==> src/rtl/m_controller.sv <==
// m_controller: sequencing FSM for the RV32M multiply/divide datapath.
// Ports:
//   clk, resetn            clock, synchronous active-low reset
//   start, funct3          operation request (sampled in IDLE) and RV32M op code
//   rs1_sign, rs2_sign     bit 31 of the operands
//   rs2_zero               divisor is zero
//   flush                  abort the operation in flight
//   sub_neg                subtractor borrow from m_registers
//   mux_multA, mux_multB   multiplier operand selects (ZERO/SIGNED/UNSIGNED)
//   mux_R, mux_D, mux_Z    remainder / divisor / quotient register selects
//   busy, done             operation in flight / one-cycle completion pulse
//   res_sel, res_negate    result source (0 = R, 1 = Z) and writeback negate
module m_controller #(
  parameter int MULT_LATENCY = 1,
  localparam int MUX_MULTA_LENGTH = 2,
  localparam int MUX_MULTB_LENGTH = 2,
  localparam int MUX_R_LENGTH = 3,
  localparam int MUX_D_LENGTH = 2,
  localparam int MUX_Z_LENGTH = 2
) (
  input  logic                        clk,
  input  logic                        resetn,
  input  logic                        start,
  input  logic [2:0]                  funct3,
  input  logic                        rs1_sign,
  input  logic                        rs2_sign,
  input  logic                        rs2_zero,
  input  logic                        flush,
  input  logic                        sub_neg,
  output logic [MUX_MULTA_LENGTH-1:0] mux_multA,
  output logic [MUX_MULTB_LENGTH-1:0] mux_multB,
  output logic [MUX_R_LENGTH-1:0]     mux_R,
  output logic [MUX_D_LENGTH-1:0]     mux_D,
  output logic [MUX_Z_LENGTH-1:0]     mux_Z,
  output logic                        busy,
  output logic                        done,
  output logic                        res_sel,
  output logic                        res_negate
);
  localparam logic [1:0] MA_ZERO = 2'd0, MA_SIGNED = 2'd1, MA_UNSIGNED = 2'd2;
  localparam logic [1:0] MB_ZERO = 2'd0, MB_SIGNED = 2'd1, MB_UNSIGNED = 2'd2;
  localparam logic [2:0] R_KEEP = 3'd0, R_A = 3'd1, R_A_NEG = 3'd2, R_SUB_KEEP = 3'd3, R_MULT_LOWER = 3'd4;
  localparam logic [1:0] D_KEEP = 2'd0, D_B = 2'd1, D_B_NEG = 2'd2, D_SHR = 2'd3;
  localparam logic [1:0] Z_KEEP = 2'd0, Z_ZERO = 2'd1, Z_SHL_ADD = 2'd2, Z_MULT_UPPER = 2'd3;
  localparam logic [2:0] OP_MUL = 3'd0, OP_MULHU = 3'd3, OP_DIV = 3'd4, OP_REM = 3'd6;
  localparam logic [4:0] WAIT_LAST = 5'(MULT_LATENCY);

  typedef enum logic [2:0] {IDLE, MUL_OP, MUL_WAIT, MUL_WB, DIV_ITER, DONE} state_t;

  state_t      state_q, state_d;
  logic [4:0]  cnt_q, cnt_d;
  logic [2:0]  op_q, op_d;
  logic        negq_q, negq_d;
  logic        negr_q, negr_d;
  logic        accept;
  logic        sdiv;
  logic        in_mul;
  logic        unused_sub_neg;

  // The restore-or-keep decision is made inside m_registers under SUB_KEEP.
  assign unused_sub_neg = sub_neg;
  // A flush or reset in IDLE swallows a simultaneous start.
  assign accept = resetn && state_q == IDLE && start && !flush;
  assign sdiv   = funct3[2] && !funct3[0];
  assign in_mul = state_q == MUL_OP || state_q == MUL_WAIT || state_q == MUL_WB;

  always_comb begin
    state_d = state_q;
    cnt_d   = cnt_q;
    op_d    = op_q;
    negq_d  = negq_q;
    negr_d  = negr_q;
    case (state_q)
      IDLE: if (accept) begin
        op_d    = funct3;
        negq_d  = funct3 == OP_DIV && (rs1_sign ^ rs2_sign) && !rs2_zero;
        negr_d  = funct3 == OP_REM && rs1_sign;
        state_d = funct3[2] ? DIV_ITER : MUL_OP;
      end
      MUL_OP: state_d = MUL_WAIT;
      MUL_WAIT: begin
        cnt_d   = cnt_q == WAIT_LAST ? 5'd0 : cnt_q + 5'd1;
        state_d = cnt_q == WAIT_LAST ? MUL_WB : MUL_WAIT;
      end
      MUL_WB: state_d = DONE;
      DIV_ITER: begin
        cnt_d   = cnt_q + 5'd1;
        state_d = &cnt_q ? DONE : DIV_ITER;
      end
      default: state_d = IDLE;
    endcase
    if (flush && state_q != IDLE) begin
      state_d = IDLE;
      cnt_d   = 5'd0;
    end
  end

  always_ff @(posedge clk) begin
    if (!resetn) begin
      state_q <= IDLE;
      cnt_q   <= 5'd0;
      op_q    <= OP_MUL;
      negq_q  <= 1'b0;
      negr_q  <= 1'b0;
    end else begin
      state_q <= state_d;
      cnt_q   <= cnt_d;
      op_q    <= op_d;
      negq_q  <= negq_d;
      negr_q  <= negr_d;
    end
  end

  always_comb begin
    mux_R     = R_KEEP;
    mux_D     = D_KEEP;
    mux_Z     = Z_KEEP;
    mux_multA = MA_ZERO;
    mux_multB = MB_ZERO;
    if (accept) begin
      mux_R = sdiv && rs1_sign ? R_A_NEG : R_A;
      mux_D = sdiv && rs2_sign ? D_B_NEG : D_B;
      mux_Z = funct3[2] ? Z_ZERO : Z_KEEP;
    end
    // Held through MUL_WB: m_registers picks the signed upper half from these.
    if (in_mul) begin
      mux_multA = op_q == OP_MULHU ? MA_UNSIGNED : MA_SIGNED;
      mux_multB = op_q[1] ? MB_UNSIGNED : MB_SIGNED;
    end
    if (state_q == MUL_WB) begin
      mux_R = op_q == OP_MUL ? R_MULT_LOWER : R_KEEP;
      mux_Z = op_q == OP_MUL ? Z_KEEP : Z_MULT_UPPER;
    end
    if (state_q == DIV_ITER) begin
      mux_R = R_SUB_KEEP;
      mux_D = D_SHR;
      mux_Z = Z_SHL_ADD;
    end
  end

  assign busy       = in_mul || state_q == DIV_ITER;
  assign done       = state_q == DONE;
  assign res_sel    = op_q[2] ? !op_q[1] : |op_q[1:0];
  assign res_negate = op_q == OP_DIV ? negq_q : op_q == OP_REM && negr_q;
endmodule

==> config.mk <==
export PLATFORM = sky130hd
export DESIGN_NAME = m_controller
export DESIGN_NICKNAME = d
export VERILOG_FILES = /design/src/rtl/m_controller.sv
export SDC_FILE = /design/constraint.sdc
export NUM_CORES = 1
export LEC_CHECK = 0
export ABC_CLOCK_PERIOD_IN_PS = 1900
export CAP_MARGIN = 10
export CORE_AREA = 3 3 58 50
export CTS_CLUSTER_DIAMETER = 30
export DETAILED_ROUTE_END_ITERATION = 8
export DIE_AREA = 0 0 61 53
export DONT_BUFFER_PORTS = 1
export PLACE_DENSITY = 0.6
export SKIP_LAST_GASP = 1
export SLEW_MARGIN = 20
export SYNTH_ARGS = -nofsm -noshare
export SYNTH_HDL_FRONTEND = slang
export SYNTH_SLANG_ARGS = --single-unit
==> constraint.sdc <==
create_clock -name clk -period 1.9 [get_ports clk]
set_clock_uncertainty 0.15 [all_clocks]
set_input_delay 0.38 -clock clk [delete_from_list [all_inputs] [get_ports clk]]
set_output_delay 0.38 -clock clk [all_outputs]
set_load 0.02 [all_outputs]
==> results.ini <==
[run_status]
status=finished with violations
failed_checks=negative setup slack

[sta]
setup_viol=3
fmax_mhz=510
setup-tns-final_ns=-0.111
slew_headroom=0.682
hold_ws_ns=0.0890
hold_viol=0
fin_ws_ns=-0.0599
worstMarginPinSlew_ns=0.478
post-route-period-util=1.03
post-route-min-period_ns=1.96
slew_viol_final=0
rsz0062_at_grt=yes

[grt]
grt_pass1_wl_mm=3.87
antenna_found_initial=0
grt_max_degree=14
grt_overflow=0
grt_pass1_vias=821
track_usage=0.162

[synthesis]
synth_edf_count=0
syn_area_sq_um=926
syn_nets=125
synth-seq-cells=13
yosys_warnings=0
synth_cell_types=42
synthFlopType=dfxtp_1
syn_inst=111
ys_seq_area_frac=0.281
syn_area_per_cell_sq_um=8.34
async_flop_share=0

[clocking]
numCtsBuffers=3
cts_buffer_depth=2
clkTransAtPathRegs_ns=0.08
cts_tree=built
htreeDepth=1
clock_sinks=13
clockRootBuffer=clkbuf_4
insertion_delay_ns=0.28
cts_hold_buf=0

[place]
hpwlAfterDp_mm=1.82
gp_congestion=0.802
pre_cts_ws_ns=0.0907
placed_cell_area_sq_um=1100
port_buffers=0

[critical_path]
end_kind=output pin
reg2reg_setup_slack_ns=0.11
cp_max_fo=5
critPathBufInv=2
crit_path_max_incr_delay_ns=0.40
r2r_end=cnt_q[2]$_SDFFE_PP0P_
rr_startpoint=cnt_q[0]$_SDFFE_PP0P_
slowest_stage=dfxtp_4
cp_cell_sequence=inv_2 -> or3_4 -> nor4_2 -> buf_4
reg2regPathDepth=4
startpoint_type=register
arrival_ns=1.43
crit_type=reg2out
critPathTopFamily=simple AND/OR/NAND/NOR gates
required_ns=1.37

[floorplanning]
core_area_sq_um=2380
rows=16
die-width_um=61
die_area_sq_um=3230
initial_core_util=0.389
die_y_um=53
ioPinCount=26

[drt]
drc_errors=0
routed-wl-met3_um=127
vias=929
drtIter0Drc=41
first_pass_iters=4
met2_wirelength_um=969
top_layer=met4
drt_wl_total_mm=2.32
wl_per_cell_um=14.3
drt-met1-wl_mm=1.21
ant_nets=0
viasPerCell=5.70

[power_and_ir_drop]
leakage_nw=0.458
p_per_area_nw_per_um2=525
fin_total_pwr_mw=0.638
vdd_drop_max_v=0.000341

[finish]
drive_gt1_frac=0.360
mostFrequentLayoutCells=27 x buf_4, 10 x dfxtp_1, 7 x o21ai_0
num-nets-final=151
layout_commonest_cell=buf_4
areaGrowthSynthToFinish_pct=31.4
num_antenna_cells=0
fin_area_sq_um=1220

[hold_path]
hp-class=in2reg
min_to=op_q[1]$_SDFFE_PN0P_
worstHoldPathCells=1
min-delay-start=resetn

[run]
maxCapViolations=0

power by group:
part           switching [mW]  internal [mW]  total (mW)
Combinational          0.0915         0.0798       0.171
Clock                  0.0925         0.0815       0.174
Sequential             0.0142          0.279       0.293
Total                   0.198          0.440       0.638
per-stage QoR:
step	cells	utilization
2_1_floorplan	111	-
3_3_place_gp	152	0.462
3_5_place_dp	152	0.462
4_1_cts	157	0.484
5_1_grt	163	0.511
6_report	163	0.511
flip-flops by register name, indices dropped and copies added (netlist names):
name	flops
cnt_q	5
negq_q	1
negr_q	1
op_q	3
state_q	3
area by class of cell:
| class | count | area (sq um) |
|---|---|---|
| well taps | 27 | 33.8 |
| fillers | 218 | 1170 |
| flip-flops and latches | 13 | 269 |
| clock buffers | 4 | 26.3 |
| inverters | 4 | 15.0 |
| multi-input cells | 87 | 658 |
| repair buffers | 28 | 214 |
metal layers:
layer,vias to the layer above,global-route usage
met5,-,0
met4,0,0.0433
met3,4,0.0488
met2,17,0.237
met1,437,0.227
li1,471,-
repair_timing:
action / 4_1_cts / 5_1_grt
gates resized for setup: 10 / 6
pin swaps: 2 / 5
endpoints found under the setup margin: 6 / 10
setup buffers: 1 / 6
gates cloned: 0 / 0
worst max path at each step:
stage	from	end	cells after the start
finish	state_q[1]$_SDFFE_PP0P_	mux_R[2]	4
global route	state_q[1]$_SDFFE_PP0P_	mux_R[2]	4
CTS	state_q[1]$_SDFFE_PP0P_	mux_R[2]	4
detailed placement	state_q[0]$_SDFFE_PP0P_	mux_Z[1]	4
global placement	state_q[0]$_SDFFE_PP0P_	mux_Z[0]	4
floorplan	state_q[1]$_SDFFE_PP0P_	mux_Z[0]	4
cell families (layout without fill, tap and decap cells):
| logic type | after synthesis | count (layout) | synth area share |
|---|---|---|---|
| buffers and inverters | 11 | 36 | 0.0486 |
| XOR/XNOR | 4 | 4 | 0.0378 |
| flip-flops | 13 | 13 | 0.281 |
| adder cells (fa/ha/maj) | 3 | 3 | 0.0405 |
| multiplexers | 1 | 1 | 0.0108 |
| AND/OR/NAND/NOR | 44 | 44 | 0.303 |
| AO/OA/AOI/OAI | 35 | 35 | 0.278 |
cell usage after synthesis (all sizes together), types with 2 or more instances:
library cell	instances	area, sq um
nor4b	2	17.5
ha	3	37.5
xnor2	3	26.3
nor4	3	18.8
nand4	2	12.5
a21boi	5	37.5
a21oi	5	28.8
and3b	2	17.5
nand2	7	26.3
buf	4	18.8
nand3	5	25.0
nor3	5	30.0
and3	2	12.5
dfxtp	13	260
inv	4	15.0
o2111ai	3	26.3
clkbuf	3	11.3
a31oi	2	12.5
nor2b	2	12.5
or3	2	12.5
nor2	2	10.0
nor3b	2	15.0
o21ai	13	65.1
o31ai	5	51.3
No activity file was read; power rests on OpenSTA's default activity.
